**src/rtl/cipher_pkg.sv**
```systemverilog
// ---------------------------------------------------------------------------
// cipher_pkg
// Shared definitions for the 4-bit-cell cipher datapath: cell width, text
// length, nibble/matrix/text types, the matrix<->text cell ordering used by
// both the matrix loader and matrix_text, and the matrix_text FSM states.
// No ports (package).
// ---------------------------------------------------------------------------
package cipher_pkg;

  localparam int NIBBLE_W = 4;
  localparam int CELLS    = 16;

  typedef logic [NIBBLE_W-1:0]     nibble_t;
  typedef nibble_t [0:3][0:3]      state_mat_t;
  typedef nibble_t [CELLS-1:0]     text_vec_t;

  typedef enum logic {
    ST_IDLE = 1'b0,
    ST_SEND = 1'b1
  } mt_state_e;

  // Text position of matrix cell [i][j]; cell [0][0] is the most significant
  // nibble of the text vector. The loader uses this same function, so both
  // ends of the datapath agree on ordering by construction.
  function automatic int cell_idx(input int i, input int j);
    return CELLS - 1 - (4 * i + j);
  endfunction

endpackage

```
**src/rtl/matrix_text_if.sv**
```systemverilog
// ---------------------------------------------------------------------------
// matrix_text_if
// Bundles the matrix input handshake and the nibble output stream of
// matrix_text.
//   st_matrix/in_valid/in_ready : 4x4 state matrix handshake
//   text                        : registered flattened text vector
//   nib_out/nib_valid/nib_ready : nibble stream with backpressure
//   text_done                   : one-cycle pulse after the last nibble
// Modports: slave = matrix_text side, master = producer/consumer side.
// ---------------------------------------------------------------------------
interface matrix_text_if;
  import cipher_pkg::*;

  state_mat_t st_matrix;
  logic       in_valid;
  logic       in_ready;
  text_vec_t  text;
  nibble_t    nib_out;
  logic       nib_valid;
  logic       nib_ready;
  logic       text_done;

  modport slave (
    input  st_matrix, in_valid, nib_ready,
    output in_ready, text, nib_out, nib_valid, text_done
  );

  modport master (
    output st_matrix, in_valid, nib_ready,
    input  in_ready, text, nib_out, nib_valid, text_done
  );

endinterface

```
**src/rtl/matrix_text.sv**
```systemverilog
// ---------------------------------------------------------------------------
// matrix_text
// Inverse of the text/key matrix loader. Captures a finished 4x4 nibble state
// matrix, flattens it into the 16-nibble text vector and streams the nibbles
// out one per handshake.
// Ports:
//   clck : clock, rising edge
//   rst  : asynchronous active-high reset
//   bus  : matrix_text_if.slave (matrix handshake, text, nibble stream,
//          text_done)
// Parameters:
//   NIBBLE_W  : cell width
//   MSB_FIRST : 1 streams text[15] first, 0 streams text[0] first
// ---------------------------------------------------------------------------
module matrix_text
  import cipher_pkg::*;
#(
  parameter int NIBBLE_W  = 4,
  parameter bit MSB_FIRST = 1'b1
) (
  input  logic         clck,
  input  logic         rst,
  matrix_text_if.slave bus
);

  mt_state_e                      state_p0;
  mt_state_e                      state_d;
  logic [3:0]                     cnt_p0;
  logic [CELLS-1:0][NIBBLE_W-1:0] text_p0;
  logic [CELLS-1:0][NIBBLE_W-1:0] text_map;
  logic                           done_p0;

  logic                           in_ready_c;
  logic                           nib_valid_c;
  logic                           take_in;
  logic                           take_nib;
  logic                           last_nib;
  logic [3:0]                     sel;
  logic [NIBBLE_W-1:0]            nib_sel;

  // Matrix -> text flattening, same ordering as the loader.
  for (genvar gi = 0; gi < 4; gi++) begin : g_row
    for (genvar gj = 0; gj < 4; gj++) begin : g_col
      assign text_map[cell_idx(gi, gj)] = bus.st_matrix[gi][gj];
    end
  end

  assign take_in  = bus.in_valid && in_ready_c;
  assign take_nib = nib_valid_c && bus.nib_ready;
  assign last_nib = (cnt_p0 == 4'd15);

  // ---- stage p0: state register ----
  always_ff @(posedge clck or posedge rst) begin
    if (rst) begin
      state_p0 <= ST_IDLE;
    end else begin
      state_p0 <= state_d;
    end
  end

  always_comb begin
    state_d = state_p0;
    case (state_p0)
      ST_IDLE: if (take_in)             state_d = ST_SEND;
      ST_SEND: if (take_nib && last_nib) state_d = ST_IDLE;
      default:                          state_d = ST_IDLE;
    endcase
  end

  // Handshake outputs decode the state register only.
  always_comb begin
    in_ready_c  = (state_p0 == ST_IDLE);
    nib_valid_c = (state_p0 == ST_SEND);
  end

  // ---- stage p0: text, nibble counter, completion pulse ----
  always_ff @(posedge clck or posedge rst) begin
    if (rst) begin
      text_p0 <= '0;
      cnt_p0  <= '0;
      done_p0 <= 1'b0;
    end else begin
      done_p0 <= take_nib && last_nib;
      if (take_in) begin
        text_p0 <= text_map;
        cnt_p0  <= '0;
      end else if (take_nib) begin
        // Wraps to 0 after the 16th nibble; the wrapped value is never used.
        cnt_p0 <= cnt_p0 + 4'd1;
      end
    end
  end

  // Output nibble is a pure mux of registered text by registered counter.
  always_comb begin
    sel     = MSB_FIRST ? (4'd15 - cnt_p0) : cnt_p0;
    nib_sel = text_p0[sel];
  end

  assign bus.in_ready  = in_ready_c;
  assign bus.nib_valid = nib_valid_c;
  assign bus.nib_out   = nib_sel;
  assign bus.text      = text_p0;
  assign bus.text_done = done_p0;

endmodule

```
**src/flat_wrapper.sv**
```systemverilog
// flat-port wrapper written by rule: the top's interface ports become plain ports
module matrix_text_flat import cipher_pkg::*;
#(
  parameter int NIBBLE_W  = 4,
  parameter bit MSB_FIRST = 1'b1
)
  (clck, rst, bus_st_matrix, bus_in_valid, bus_nib_ready, bus_in_ready, bus_text, bus_nib_out, bus_nib_valid, bus_text_done);
  matrix_text_if bus_i ();
  input  logic clck;
  input  logic rst;
  input wire logic [$bits(bus_i.st_matrix)-1:0] bus_st_matrix;
  input wire logic [$bits(bus_i.in_valid)-1:0] bus_in_valid;
  input wire logic [$bits(bus_i.nib_ready)-1:0] bus_nib_ready;
  output wire logic [$bits(bus_i.in_ready)-1:0] bus_in_ready;
  output wire logic [$bits(bus_i.text)-1:0] bus_text;
  output wire logic [$bits(bus_i.nib_out)-1:0] bus_nib_out;
  output wire logic [$bits(bus_i.nib_valid)-1:0] bus_nib_valid;
  output wire logic [$bits(bus_i.text_done)-1:0] bus_text_done;
  assign bus_i.st_matrix = bus_st_matrix;
  assign bus_i.in_valid = bus_in_valid;
  assign bus_i.nib_ready = bus_nib_ready;
  assign bus_in_ready = bus_i.in_ready;
  assign bus_text = bus_i.text;
  assign bus_nib_out = bus_i.nib_out;
  assign bus_nib_valid = bus_i.nib_valid;
  assign bus_text_done = bus_i.text_done;
  matrix_text #(.NIBBLE_W(NIBBLE_W), .MSB_FIRST(MSB_FIRST)) u_core (.clck(clck), .rst(rst), .bus(bus_i));
endmodule
```
**config.mk**
```make
export PLATFORM = sky130hd
export DESIGN_NAME = matrix_text_flat
export DESIGN_NICKNAME = d
export VERILOG_FILES = /design/src/rtl/cipher_pkg.sv /design/src/rtl/matrix_text_if.sv /design/src/rtl/matrix_text.sv /design/src/flat_wrapper.sv
export SDC_FILE = /design/constraint.sdc
export NUM_CORES = 1
export LEC_CHECK = 0
export ABC_AREA = 1
export CAP_MARGIN = 30
export CORE_MARGIN = 1
export CORE_UTILIZATION = 35
export CTS_BUF_LIST = sky130_fd_sc_hd__clkbuf_4
export DETAILED_ROUTE_END_ITERATION = 12
export PLACE_DENSITY = 0.67
export SYNTH_ARGS = -nofsm -noshare
export SYNTH_HDL_FRONTEND = slang
export SYNTH_SLANG_ARGS = --single-unit
```
**constraint.sdc**
```tcl
create_clock -name clck -period 5.85 [get_ports clck]
set_input_delay 1.4625 -clock clck [delete_from_list [all_inputs] [get_ports clck]]
set_output_delay 1.4625 -clock clck [all_outputs]
set_load 0.1 [all_outputs]
```
==> impl_summary.md <==
Status
The flow ran to the end, and the final reports show no timing, DRC or antenna violations.

CTS
The number of setup buffers added after CTS is 0. For this design, the sink count on the clock tree is 70. The buffer type at the clock tree root is sky130_fd_sc_hd__clkbuf_4. The H-tree was split into 3 levels.

The clock insertion delay at the later pin of the skew report is 0.40 ns. The CTS tree is built. The number of buffers created by CTS is 9. Clock-pin slew was measured on the worst setup and hold paths at 0.11 ns. Buffers inserted to repair hold after CTS numbered 0. Once the clock tree was built, the resizer swapped 0 gates to a different size. The longest clock path from root to sink contains 2 buffers.

GRT
For this run, global-route usage on met2 was measured as 30.2%. The initial antenna violation count is 0. Summed over all layers, the global routing overflow is 0. The number of global-route vias before repair came to 3088. For this run, global-route usage on met1 was measured as 25.1%.

The first-pass GRT wire length is 14900 um. After global routing, the most crowded layer is met2. The met3 layer usage reported by global route is 4.85%. The overall routing resource usage is 19.1%. Entering global routing, the biggest net connects 89 pins.

Worst setup path
The startpoint identified for the worst register-to-register timing path is u_core.bus.nib_valid. STA puts the critical path data required time at 4.39 ns. The setup path with the least slack is of type reg -> out.

On the worst path, the slowest cell contributes a delay of 1.17 ns. The startpoint kind of the worst setup timing path is a flip-flop. The arrival time of the worst setup path is 3.25 ns.

Counting stages on the worst path, the most repeated cell is sky130_fd_sc_hd__nand3_1. The worst setup path is captured at an output pin. The setup slack of the worst register-to-register path is 3.72 ns. The slowest stage of the critical path belongs to the cell sky130_fd_sc_hd__clkdlybuf4s50_1. The signal on the critical path passes through inv_4 > nand2_1 > nand3_1 > nand3_1 > nand3_1 > nand2_1 > clkdlybuf4s50_1. The endpoint identified for the worst register-to-register timing path is u_core.bus.text[19].

The length in cells of the worst reg-to-reg path is 4. The highest fanout seen on the critical path is 30.

STA
Setup repair after global routing left no endpoint under its margin. The fmax is 0.212 GHz. The measured slew at the worst slew-check pin is 1.03 ns.

The worst path uses 80.6% of the clock period. Hold is met by 0.545 ns. Setup violations remaining at the end of the flow were counted as 0. The worst max-slew margin expressed relative to the limit is 30.9%.

The final count of pins violating max slew is 0. The setup TNS is 0 ns. The worst clock skew is 0.0104 ns. The total count of hold-check failures in the final report was 0. The clock period could shrink to 4.71 ns.

Synth
The count of synthesis-stage warnings from yosys is 0. The per-instance average area after synthesis is 8.06 um^2. The register bit count reported by yosys is 70. The number of nets handed over by synthesis was 493. The number of different library cells used by synthesis comes to 21. After synthesis the cells add up to 3420 um^2. The proportion of synthesized chip area in sequential cells is 51.3%. Synthesis produced 424 cells.

Finish
The multi-input combinational cells in the finished layout cover a total of 1210 um^2. The number of diodes is 0. Counting the fill cells in the layout gives 920. The post-route netlist has 5.05% of its cells at a drive strength greater than 1.

The number of nets in the final layout is 620. Across the whole layout, storage elements account for 1750 um^2. From synthesis to final layout, the design area changed by 44.4%. Leaving out fill and tap cells, the most frequent cell in the layout is sky130_fd_sc_hd__clkdlybuf4s50_1. The library cells used most frequently in the layout, excluding fill and tap cells, are sky130_fd_sc_hd__clkdlybuf4s50_1 (138), sky130_fd_sc_hd__nand2_1 (70), sky130_fd_sc_hd__dfrtp_1 (70).

Place
The final RePlAce weighted congestion is 0.769. The quantity of I/O buffers inserted on ports is 138. The detailed placer's ending HPWL is 7030 um.

Die
The floorplan step set the die width to 101 um. The floorplan core area is 9330 um^2. From bottom edge to top edge, the die measures 101 um. The die covers 10200 um^2.

The floorplan row count is 35. The initial cell density of the core is 36.6%. The count of pins on the block boundary is 139.

Hold path
In this run the worst hold path is classified as reg -> reg. The source of the worst hold timing path is u_core.bus.text[54]. The path with the worst hold slack has its endpoint at u_core.bus.text[54]. The number of stages on the worst hold path is 2.

Drt
The total wire length after detailed routing is 9360 um. The count of nets left with antenna violations once routing finished came out at 0. The detailed router placed 3184 vias in this run. In the routed layout, each cell is associated on average with a via count of 4.65.

The number of DRC markers after the initial detailed-route iteration is 161. The DRC violation count after routing is 0. Before antenna repair, the detailed router went through 4 iterations. The average wire per standard cell is 13.7 um.

Run
Across the run, the number of max-cap violations was 0.
-- layer usage --
metal,vias up,part of all wire (%)
met5,-,0
li1,1583,-
met1,1487,45
met3,15,5.8
met2,99,47
met4,0,2.0
-- area by class of cell --
cell class / count / area share [%]
Inverter: 65 / 5.02
Clock buffer: 11 / 1.67
Tap cell: 129 / 3.27
Timing Repair Buffer: 141 / 28.4
Multi-Input combinational cell: 264 / 24.6
Clock inverter: 4 / 1.47
Sequential cell: 70 / 35.5
-- cell usage after synthesis, drive strengths merged --
master	number	area [um^2]
clkbuf	1	3.75
dfrtp	70	1750
inv	63	239
buf	24	199
a21oi	61	305
nand3	55	275
o22ai	1	6.26
xnor2	1	8.76
clkinv	2	8.75
ha	1	12.5
mux2	5	63.8
nand2	71	274
nor2	61	229
o21ai	8	40.0
-- registers in the layout, indices dropped and copies added (netlist names) --
| signal | cells |
|---|---|
| u_core.bus.text | 64 |
| u_core.cnt_p0 | 4 |
| u_core.bus.nib_valid | 1 |
| u_core.bus.text_done | 1 |
-- worst max-delay path by stage --
stage	startpoint	end	slack, ns	depth (start not counted)
finish	u_core.cnt_p0[0]	bus_nib_out[0]	1.14	7
global route	u_core.cnt_p0[0]	bus_nib_out[0]	0.82	7
CTS	u_core.cnt_p0[0]	bus_nib_out[0]	1.12	7
detailed placement	u_core.cnt_p0[0]	bus_nib_out[0]	1.59	7
global placement	u_core.cnt_p0[0]	bus_nib_out[2]	1.64	7
floorplan	u_core.bus.text[23]	bus_nib_out[3]	2.37	6
-- metrics by stage --
step	setup slack, ns	std cells	utilization, %	area [um^2]
after floorplan	2.37	424	-	3420
after global placement	1.64	669	51.2	4780
after detailed placement	1.59	669	51.2	4780
after CTS	1.12	684	52.9	4930
after global routing	0.820	684	52.9	4930
final	1.14	684	52.9	4930
-- critical path: cells and delay by family (launching register included) --
kind / cells / cell delay, ns
DFF: 1 / 0.93
and+or+nand+nor: 5 / 0.47
buffers and inverters: 2 / 1.44
-- logic make-up after synthesis --
logic type / share of synthesized area, %
adders and majority gates: 0.366
and+or+nand+nor: 22.8
DFF: 51.3
AOI/OAI and AO/OA: 10.3
buffers and inverters: 13.2
muxes: 1.87
xor gates and xnor gates: 0.256
Power is left out: the tool's default activity adds up to more than one toggle a clock period on the data nets, which glitch-free logic cannot reach.
